--- src/rtl/estufa_planta.sv ---
// Greenhouse plant model: integrates heater/cooler commands into a temperature
// register and produces the two threshold sensor bits read by the controller.
// Optional macro ESTUFA_FALHA_SENSOR_EN adds falha_alto (high sensor stuck-at-1).
module estufa_planta #(
  parameter int NBITS_TEMP = 8,
  parameter int TEMP_INI   = 25,
  parameter int AMBIENTE   = 25,
  parameter int T_BAIXO    = 20,
  parameter int T_ALTO     = 30,
  parameter int TICK_DIV   = 4,
  parameter int DRIFT_DIV  = 2
) (
  input  logic                  clk_2,
  input  logic                  reset_n,
  input  logic                  carga,
  input  logic [NBITS_TEMP-1:0] temp_in,
  input  logic                  aquecedor,
  input  logic                  resfriador,
`ifdef ESTUFA_FALHA_SENSOR_EN
  input  logic                  falha_alto,
`endif
  output logic [NBITS_TEMP-1:0] temp,
  output logic [1:0]            sens,
  output logic                  tick,
  output logic                  conflito
);

  localparam int PW = (TICK_DIV  > 1) ? $clog2(TICK_DIV)  : 1;
  localparam int DW = (DRIFT_DIV > 1) ? $clog2(DRIFT_DIV) : 1;

  localparam logic [PW-1:0]         PRE_LAST   = PW'(TICK_DIV - 1);
  localparam logic [DW-1:0]         DRIFT_LAST = DW'(DRIFT_DIV - 1);
  localparam logic [NBITS_TEMP-1:0] T_MAX      = '1;
  localparam logic [NBITS_TEMP-1:0] T_INI_V    = NBITS_TEMP'(TEMP_INI);
  localparam logic [NBITS_TEMP-1:0] AMB_V      = NBITS_TEMP'(AMBIENTE);
  localparam logic [NBITS_TEMP-1:0] T_BAIXO_V  = NBITS_TEMP'(T_BAIXO);
  localparam logic [NBITS_TEMP-1:0] T_ALTO_V   = NBITS_TEMP'(T_ALTO);
  localparam logic [1:0]            SENS_INI   = {T_INI_V >= T_BAIXO_V, T_INI_V >= T_ALTO_V};

  logic [PW-1:0]         pre, pre_nxt;
  logic [DW-1:0]         drift, drift_nxt;
  logic [NBITS_TEMP-1:0] temp_nxt;
  logic [1:0]            sens_nxt;
  logic                  tick_nxt, confl_nxt;

  always_comb begin
    temp_nxt  = temp;
    pre_nxt   = pre;
    drift_nxt = drift;
    tick_nxt  = 1'b0;
    confl_nxt = 1'b0;
    if (carga) begin
      temp_nxt  = temp_in;
      pre_nxt   = '0;
      drift_nxt = '0;
    end else if (pre == PRE_LAST) begin
      pre_nxt  = '0;
      tick_nxt = 1'b1;
      if (aquecedor && !resfriador) begin
        drift_nxt = '0;
        if (temp != T_MAX) temp_nxt = temp + 1'b1;
      end else if (resfriador && !aquecedor) begin
        drift_nxt = '0;
        if (temp != '0) temp_nxt = temp - 1'b1;
      end else if (aquecedor && resfriador) begin
        drift_nxt = '0;
        confl_nxt = 1'b1;
      end else if (drift == DRIFT_LAST) begin
        // Idle long enough: take one step toward ambient.
        drift_nxt = '0;
        if (temp < AMB_V)      temp_nxt = temp + 1'b1;
        else if (temp > AMB_V) temp_nxt = temp - 1'b1;
      end else begin
        drift_nxt = drift + 1'b1;
      end
    end else begin
      pre_nxt = pre + 1'b1;
    end

    // Sensors follow the next-state temperature so they never lag temp.
    sens_nxt = {temp_nxt >= T_BAIXO_V, temp_nxt >= T_ALTO_V};
`ifdef ESTUFA_FALHA_SENSOR_EN
    if (falha_alto) sens_nxt[0] = 1'b1;
`endif
  end

  always_ff @(posedge clk_2 or negedge reset_n) begin
    if (!reset_n) begin
      temp     <= T_INI_V;
      sens     <= SENS_INI;
      tick     <= 1'b0;
      conflito <= 1'b0;
      pre      <= '0;
      drift    <= '0;
    end else begin
      temp     <= temp_nxt;
      sens     <= sens_nxt;
      tick     <= tick_nxt;
      conflito <= confl_nxt;
      pre      <= pre_nxt;
      drift    <= drift_nxt;
    end
  end

endmodule

--- config.mk ---
export PLATFORM = sky130hd
export DESIGN_NAME = estufa_planta
export DESIGN_NICKNAME = d
export VERILOG_FILES = /design/src/rtl/estufa_planta.sv
export SDC_FILE = /design/constraint.sdc
export NUM_CORES = 1
export LEC_CHECK = 0
export ABC_AREA = 1
export CAP_MARGIN = 20
export CORE_ASPECT_RATIO = 0.8
export CORE_UTILIZATION = 35
export DETAILED_ROUTE_END_ITERATION = 10
export SLEW_MARGIN = 0
export SYNTH_ARGS = -nofsm -noshare
export SYNTH_HDL_FRONTEND = slang
export SYNTH_SLANG_ARGS = --single-unit
--- constraint.sdc ---
create_clock -name clk_2 -period 3.5 [get_ports clk_2]
set_input_delay 0.35 -clock clk_2 [delete_from_list [all_inputs] [get_ports clk_2]]
set_output_delay 0.35 -clock clk_2 [all_outputs]
set_load 0.05 [all_outputs]
After elaboration in Yosys (flattened, before gate mapping):

Index checks and enable logic that the tools add are counted.
W data, S select, Z words.

* $mul: 0
* mux-type cells: 25
* equality and inequality tests: 2
* add/sub/neg operators: 4
* shift-type cells: 0
* order comparisons: 4
* div/mod/pow operators: 0
* bitwise operators: 0
* reduce and logical (&&, ||, !) cells: 7

Operators by type and width (number)
* $mux W8: 10
* $ge A8 B5 Y1 const B: 2
* $mux W1: 13
* $add A8 B1 Y8 const B: 1
* $gt A8 B5 Y1 const B: 1
* $lt A8 B5 Y1 const B: 1
* $ne A8 B8 Y1 const B: 1
* $reduce_bool A8 Y1: 1
* $sub A8 B1 Y8 const B: 1
* $mux W2: 2
* $logic_and A1 B1 Y1: 3
* $add A2 B1 Y2 const B: 1
* $eq A2 B2 Y1 const B: 1
* $logic_not A1 Y1: 2
* $reduce_bool A2 Y1: 1
* $add A1 B1 Y1 const B: 1

* bits in writable memories: 0
* memory bits (read-only): 0
* memories: 0
* word-level logic and storage cells: 48
* bits in latches: 0
* register bits: 15
* output and inout bits: 12
* input bits: 13

Longest topological paths before layout:

Gate-level depths: netlist of the first run.

* depth in word-level cells: 10
* mapped depth: 17

Worst setup path before layout of the first run:

Ideal clock, no wire load.

* path type: reg2reg
* start point: register temp[1]
* end point: register sens[0]
* setup slack: 1340 ps
* data arrival time: 2042 ps
* period minus slack after synthesis: 2160 ps
* library setup time: 118 ps
* stages on the path, launching flop included: 15
* cells stage by stage: dfrtp_1 -> inv_1 -> ha_1 -> nand2_1 -> nand2_2 -> nand2_4 -> nand2_1 -> nand2_1 -> nand2_1 -> nand3_1 -> nand2_1 -> a21oi_1 -> nor2_1 -> nand2_1 -> nand2_1

* longest elaborated chain between the ends: 10

RTL lines
* start, declared: line 22 `output logic [NBITS_TEMP-1:0] temp,`
* start signal, assigned: line 96 `temp <= temp_nxt;`
* $sub A8 B1 Y8 or $gt A8 B5 Y1 (tied branches): line 64, 72
* $mux W8: line 72 `else if (temp > AMB_V) temp_nxt = temp - 1'b1;`
* $mux W8: line 71 `if (temp < AMB_V) temp_nxt = temp + 1'b1;`
* $mux W8: line 68 `end else if (drift == DRIFT_LAST) begin`
* $mux W8: line 65 `end else if (aquecedor && resfriador) begin`
* $mux W8: line 62 `end else if (resfriador && !aquecedor) begin`
* $mux W8: line 59 `if (aquecedor && !resfriador) begin`
* $mux W8 (*): line 56 `end else if (pre == PRE_LAST) begin`
* $mux W8 (*): line 52 `if (carga) begin`
* $ge A8 B5 Y1 (*): line 81 `sens_nxt = {temp_nxt >= T_BAIXO_V, temp_nxt >= T_ALTO_V};`
* net sens_nxt[0]: line 43 `logic [1:0] sens_nxt;`
* end signal, assigned: line 97 `sens <= sens_nxt;`
* end, declared: line 23 `output logic [1:0] sens,`

The timed path passes the listed nets; every way through them passes the cells marked *.
A chain may end at the register's enable or synchronous reset.

Worst setup path in the final report of the first run:

* start point: register temp[0]
* end point: register sens[0]

The elaborated chain is that of the path after synthesis.

==> impl_results.md, run 1 <==
- Routed length per instance: around 13 µm
- Cells traversed along the worst timing path: inv_1 > ha_1 > nand2_1 > nand2_2 > nand2_4 > inv_2 > nand2_1 > nand2_1 > nand2_1 > nand2_1 > nand2_1 > nand2_1 > nand2_1 > nand2_1 > nor2_1 > nand2_1 > nand2_1
- Setup-violating endpoint count in the final report: 0
- Top post-synthesis cells by count: sky130_fd_sc_hd__nand2_1, sky130_fd_sc_hd__inv_1, sky130_fd_sc_hd__nand3_1, sky130_fd_sc_hd__nor2_1, sky130_fd_sc_hd__a21oi_1
- Outcome: finished, final reports clean
- Crit path arrival time: 2.34 ns
- Root buffer cell: sky130_fd_sc_hd__clkbuf_8
- Pwr dens: around 360 nW/µm²
- Pins Over Slew Limit: 0
- Antenna diode count: 0
- Post-CTS Resized: 0
- Delay contributed by the slowest stage of the critical path: 0.61 ns
- Core area: 3880 µm²
- Total wirelength of the detailed-routed design: about 4.0 mm
- Portion of the post-synthesis area used by sequential elements: 26.2%
- P_leak: 0.869 nW
- Maximum level of the CTS H-tree: 1
- Standard cell with the maximum stage delay on the critical path: sky130_fd_sc_hd__dfstp_2
- Final hold violations: 0
- Number of buffers created by CTS: 3
- Die width: 74.0 µm
- Dominant cell type by count on the critical path: sky130_fd_sc_hd__nand2_1
- Main synth FF type: sky130_fd_sc_hd__dfrtp_1
- Type of origin of the critical path: register
- Hold crit path type: reg -> reg
- Hold Path Origin: pre[0]
- Sinks on the clock net: 15
- Fin crit share: 61.4%
- Largest fanout on the critical path: 7
- Relative slew slack: 55.8%
- P&R area growth vs syn: 22.5%
- Avg Synthesized Cell Area: 6.26 µm²
- Main combinational cell family by area after synthesis: simple AND/OR/NAND/NOR gates
- Area share of the largest cell type after synthesis: 19.7%
- Worst hold-check slack: 0.429 ns
- Adder and majority cell fraction of the synthesized area: 4.31%
- Worst voltage drop across the vdd grid: 0.179 mV
- Final Wtd Congestion: 0.949
- Mux share of post-synthesis cell area: 0%
- Library cells used by synthesis: 27
- Nets: 276
- Die footprint: 4410 µm²
- Maximum number of pins on one net before global-route repair: 16
- Kind of capture point of the worst setup path: register
- Cell with the most instances after synthesis: sky130_fd_sc_hd__nand2_1
- First-iteration detailed-routing DRC count: between 100 and 150
- Total global routing overflow: 0
- Worst Setup Path Type: reg -> reg
- Period minus WS final: 2.15 ns
- Max Clock Freq: approximately 470 MHz
- IO Count: 25
- Number of hold buffers added after cts: 0
- Biggest area contributors in the synthesized netlist: sky130_fd_sc_hd__nand2_1, sky130_fd_sc_hd__dfrtp_1, sky130_fd_sc_hd__nand3_1
- Basic-gate share of the synthesized area counting and, or, nand and nor cells: 43.8%
- Die span in y: 59.6 µm
- Via count of the first global-routing pass: 1,386
- Data required time of the critical path: 3.69 ns
- DRC violations left: 0
- Tot GR Track Use: 20.8%
- Wire length of the first global-routing pass: approximately 6.8 mm
- Antenna violations before repair: 0
- Largest delay contributor family on the critical path: simple AND/OR/NAND/NOR gates
- Synthesized area: roughly 1500 µm²
- Synth area leader: sky130_fd_sc_hd__nand2_1
- Placement-stage cell area: 1730 µm²
- Average vias per placed instance: 4.74
- Clock latency reported for the late side of the worst-skew pair: 0.25 ns
- Vias: 1,479
- Yosys Warn Count: 0
- Actual slew at the worst max-slew pin: around 0.66 ns
- Gate count after technology mapping: 232
- Postcts setup bufs: 0
- Final Skew: 0.000925 ns
- Unrepaired setup endpoints after global routing: false
- Final cell area excluding filler cells: 1780 µm²
- Half-perimeter wire length after detailed placement: roughly 3.2 mm
- Number of synthesized register bits: 15
- EDFF count, synth: 0
- Clock tree from TritonCTS: built
- Quantity of I/O buffers inserted on ports: 24
- TritonRoute pass-1 iters: 4
- Worst-case clock buffer depth: 2
- Critical path origin: temp[0]
- Parity-gate share of the synthesized area counting xor and xnor cells: 3.62%
- Routed Antenna Nets: 0
- Worst R2R Start: temp[0]
- Net count of the mapped netlist: between 200 and 300
- Share of layout cells above drive strength 1: 14.8%
- Ys async rst share: 100%
- Max-capacitance violation count: 0
- Worst Path Buf+Inv: 2
- Clock transition at the register clock pins on the worst setup and hold paths after CTS: 0.06 ns
- Effective utilization at floorplan: roughly 37%
- Post-synthesis compound-gate area fraction: 10.9%
- Row count: 20
- Total negative slack: 0 ns
-- flip-flops by register name, summed over array words and instances (netlist names) --
name / count
pre: 2
sens: 2
conflito: 1
temp: 8
tick: 1
drift: 1
-- worst reg2reg max path, stage by stage (launching register included) --
cell	delay [ns]
sky130_fd_sc_hd__dfstp_2	0.61
sky130_fd_sc_hd__inv_1	0.13
sky130_fd_sc_hd__ha_1	0.27
sky130_fd_sc_hd__nand2_1	0.12
sky130_fd_sc_hd__nand2_2	0.09
sky130_fd_sc_hd__nand2_4	0.11
sky130_fd_sc_hd__inv_2	0.05
sky130_fd_sc_hd__nand2_1	0.08
sky130_fd_sc_hd__nand2_1	0.07
sky130_fd_sc_hd__nand2_1	0.05
sky130_fd_sc_hd__nand2_1	0.04
sky130_fd_sc_hd__nand2_1	0.08
sky130_fd_sc_hd__nand2_1	0.06
sky130_fd_sc_hd__nand2_1	0.06
sky130_fd_sc_hd__nand2_1	0.07
sky130_fd_sc_hd__nor2_1	0.09
sky130_fd_sc_hd__nand2_1	0.06
sky130_fd_sc_hd__nand2_1	0.05
-- layout make-up --
type,count,area [µm²]
tap,55,68.8
clock buffer,4,45.0
timing repair buffer,24,240
sequential,15,380
multi-input combinational,178,908
inverter,36,135
fill,397,2100
-- path summary, 6_finish.rpt --
check | to | slack (ns) | cells past startpoint
setup / recovery | sens[0] | 1.35 | 17
hold / removal | pre[0] | 0.43 | 1
setup reg to reg | sens[0] | 1.35 | 17
hold reg to reg | pre[0] | 0.43 | 1
max in group asynchronous | temp[1] | 2.57 | 1
min in group asynchronous | conflito | 0.51 | 1
-- layout by cell type, fill, tap and decap left out, drive strengths merged --
master | netlist | routed
a21oi | 16 | 16
a22oi | 1 | 1
clkbuf | 0 | 4
clkdlybuf4s50 | 0 | 24
clkinv | 1 | 1
dfrtp | 11 | 11
dfstp | 4 | 4
ha | 5 | 5
inv | 35 | 35
nand2 | 85 | 85
nand3 | 24 | 24
nand4 | 2 | 2
nor2 | 24 | 24
nor3 | 2 | 2
o21ai | 12 | 12
o22ai | 1 | 1
xnor2 | 1 | 1
xor2 | 5 | 5
-- power by group --
part | leakage [nW] | total (mW) | switching (mW) | internal [mW]
registers | 0.179 | 0.222 | 0.0294 | 0.192
logic | 0.668 | 0.270 | 0.178 | 0.0917
clock network | 0.0228 | 0.140 | 0.0591 | 0.0806
total | 0.869 | 0.631 | 0.267 | 0.365
-- cells by family after synthesis --
family                   after synthesis
XOR/XNOR                               6
AND/OR/NAND/NOR                      137
buffers and inverters                 39
AO/OA/AOI/OAI                         30
adder cells (fa/ha/maj)                5
flip-flops                            15
-- per-layer routing --
metal	GRT usage (%)	routed length [µm]	vias up
met5	0	0	-
met4	4.67	82	0
met3	6.29	271	10
met2	29.0	1650	45
met1	30.9	1990	647
li1	-	-	777
-- per-stage QoR --
| step | utilization [%] | total power [mW] | setup slack, ns | cells |
|---|---|---|---|---|
| 2_1_floorplan | - | 0.413 | 1.34 | 232 |
| 3_3_place_gp | 44.7 | 0.498 | 1.25 | 308 |
| 3_5_place_dp | 44.7 | 0.492 | 1.29 | 308 |
| 4_1_cts | 45.8 | 0.638 | 1.36 | 312 |
| 5_1_grt | 45.8 | 0.677 | 1.15 | 312 |
| 6_report | 45.8 | 0.631 | 1.35 | 312 |
(Power assumes the default switching activity.)
==> run 2: changes to the inputs <==
- clock period: 3.5 -> 1.8 ns (I/O delays scaled with it)
==> run 2 against run 1 <==
  * The run now ends with negative setup slack left
  * Combinational power increased to 2.8 times the previous value
  * Sequential power rose by 91%
  * Non-clock buffer count increased by 46
  * Clock skew up 0.0018 ns
  * Routed wire length is 19% higher
  * Worst setup slack got worse by 1.5 ns
  * Clock power up 97%
  * Core utilization up 14 points
  * Critical path type unchanged
==> impl_results.md, run 2 (same netlist as run 1, synthesis figures left out) <==
- Clock group share of total power: 18.9% (-3.2 points)
- Part of the total power dissipated in sequential elements: 29.0% (-6.1 points)
- Quantity of I/O buffers inserted on ports: 24 (unchanged)
- Number of cell instances on the worst register-to-register path: 14 (-3)
- Sinks on the clock net: 15 (unchanged)
- First-iteration detailed-routing DRC count: 64 (-56%)
- Number of buffers created by CTS: 3 (unchanged)
- Violated checks: negative setup slack
- Via count of the first global-routing pass: 1,643 (+19%)
- Maximum level of the CTS H-tree: 1 (unchanged)
- Nets: 322 (+17%)
- Critical path origin: temp[0]
- Die width: 74.0 µm (unchanged)
- Outcome: finished with violations
- Unrepaired setup endpoints after global routing: true
- Average vias per placed instance: 4.83 (+1.9%)
- Worst reg2reg setup slack: -0.17 ns (-1.53 ns)
- Clock latency reported for the late side of the worst-skew pair: 0.25 ns (about the same)
- Standard cell with the maximum stage delay on the critical path: sky130_fd_sc_hd__dfstp_4
- Actual slew at the worst max-slew pin: 0.503 ns (-0.158 ns)
- Placement-stage worst setup slack: -0.178 ns (-1.47 ns)
- Worst hold-check slack: 0.257 ns (-0.172 ns)
- Max Clock Freq: 506 MHz (+8.8%)
- Root buffer cell: sky130_fd_sc_hd__clkbuf_8
- Effective utilization at floorplan: 37.4% (unchanged)
- Final cell area excluding filler cells: 2340 µm² (+31%)
- Delay contributed by the slowest stage of the critical path: 0.67 ns (+0.06 ns)
- Vias: 1,729 (+17%)
- P&R area growth vs syn: 60.9%
- Routed Antenna Nets: 0 (unchanged)
- Most frequent cells in the layout: sky130_fd_sc_hd__nand2_1, sky130_fd_sc_hd__buf_4, sky130_fd_sc_hd__inv_1
- Die footprint: 4410 µm² (unchanged)
- Largest fanout on the critical path: 4 (-3)
- Switching Power: 611 µW (+130%)
- Clock tree from TritonCTS: built
- Maximum number of pins on one net before global-route repair: 16 (unchanged)
- Antenna violations before repair: 0 (unchanged)
- Final Wtd Congestion: 0.904 (-4.8%)
- Pins Over Slew Limit: 0 (unchanged)
- Share of power burned in combinational logic: 52.1% (+9.4 points)
- Data required time of the critical path: 1.93 ns (-1.76 ns)
- P_leak: 1.16 nW (+33%)
- TritonRoute pass-1 iters: 4 (unchanged)
- Cells traversed along the worst timing path: inv_4 > ha_4 > nand2_4 > nand2_4 > inv_2 > nand3_2 > nand2_2 > nand3_2 > nand3_2 > nand2_2 > a21oi_2 > nor2_1 > nand2_1 > nand2_1
- Row count: 20 (unchanged)
- Pwr dens: 626 nW/µm² (+76%)
- Worst R2R Start: temp[0]
- Share of layout cells above drive strength 1: 43.2% (+28 points)
- Total global routing overflow: 0 (unchanged)
- Fraction of power spent switching nets: 41.8% (-0.45 points)
- Worst voltage drop across the vdd grid: 0.481 mV (+170%)
- Setup-violating endpoint count in the final report: 6 (+6)
- Fin crit share: 110% (+48 points)
- Routed length per instance: 13.3 µm (+3.7%)
- Worst Setup Path Type: reg -> reg
- Total wirelength of the detailed-routed design: 4.76 mm (+19%)
- IO Count: 25 (unchanged)
- Half-perimeter wire length after detailed placement: 3.77 mm (+17%)
- Clock transition at the register clock pins on the worst setup and hold paths after CTS: 0.06 ns (about the same)
- Core area: 3880 µm² (unchanged)
- Kind of capture point of the worst setup path: register
- Largest registers ranked by flip-flop count: temp: 8 flops, pre: 2 flops, sens: 2 flops
- Largest delay contributor family on the critical path: simple AND/OR/NAND/NOR gates
- Max-capacitance violation count: 0 (unchanged)
- Register with the most flip-flops: temp
- Destination of the worst register-to-register timing path: sens[0]
- Placement-stage cell area: 2070 µm² (+19%)
- Post-route setup slack: -0.174 ns (-1.53 ns)
- Worst Path Buf+Inv: 2 (unchanged)
- Number of hold buffers added after cts: 0 (unchanged)
- Wire length of the first global-routing pass: 7.48 mm (+11%)
- Final Skew: 0.00274 ns (+0.00182 ns)
- Worst-case clock buffer depth: 2 (unchanged)
- Dominant cell type by count on the critical path: sky130_fd_sc_hd__nand3_2
- Type of origin of the critical path: register
- Most frequent standard cell in the layout excluding fill and tap cells: sky130_fd_sc_hd__nand2_1
- Die span in y: 59.6 µm (unchanged)
- Final hold violations: 0 (unchanged)
- Period minus WS final: 1.97 ns (-0.174 ns)
- Final total power: 1.46 mW (+130%)
- Antenna diode count: 0 (unchanged)
- DRC violations left: 0 (unchanged)
- Relative slew slack: 66.4% (+11 points)
- Hold crit path type: in -> async
- Number of flip-flops under the largest register name: 8 (unchanged)
- Tot GR Track Use: 22.6% (+1.9 points)
- Internal power of the cells: 851 µW (+130%)
- Crit path arrival time: 2.11 ns (-0.23 ns)
run 2: worst max-delay path by stage:
stage,depth (start not counted),to
final,14,sens[0]
after CTS,12,sens[0]
after global routing,17,sens[0]
after floorplan,12,sens[0]
after global placement,12,sens[0]
after detailed placement,12,sens[0]
run 2: power by group through the flow:
stage / Clock [mW] / Combinational [mW] / Sequential [mW]
5_1_grt: 0.294 / 0.824 / 0.428
2_1_floorplan: 0 / 0.313 / 0.511
4_1_cts: 0.280 / 0.713 / 0.422
3_5_place_dp: 0 / 0.666 / 0.425
3_3_place_gp: 0 / 0.665 / 0.425
6_report: 0.276 / 0.762 / 0.424
run 2: final cells by class:
type	count	area (µm²)
Fill cell	368	1540
Multi-Input combinational cell	178	1090
Timing Repair Buffer	70	596
Sequential cell	15	388
Inverter	36	148
Tap cell	55	68.8
Clock buffer	4	45.0
run 2: what timing repair did:
action	4_1_cts	5_1_grt
endpoints found under the setup margin	6	11
pin swaps	7	17
setup buffers	3	4
gates resized for setup	27	22
endpoints found under the hold margin	0	0
run 2: per-stage QoR:
| stage | util [%] | cells | setup TNS, ns |
|---|---|---|---|
| 3_5_place_dp | 53.3 | 347 | -0.486 |
| 3_3_place_gp | 53.3 | 347 | -0.492 |
| 5_1_grt | 60.2 | 358 | -1.59 |
| 6_report | 60.2 | 358 | -0.729 |
| 4_1_cts | 57.6 | 354 | -0.328 |
| 2_1_floorplan | - | 232 | -0.132 |
run 2: routing by layer:
metal / vias up / wire (µm) / part of all wire, % / GRT usage [%]
met5: - / 0 / 0 / 0
met2: 43 / 2300 / 48 / 37.3
met1: 806 / 2240 / 47 / 31.6
li1: 878 / - / - / -
met3: 2 / 188 / 4.0 / 4.25
met4: 0 / 28 / 0.59 / 2.75
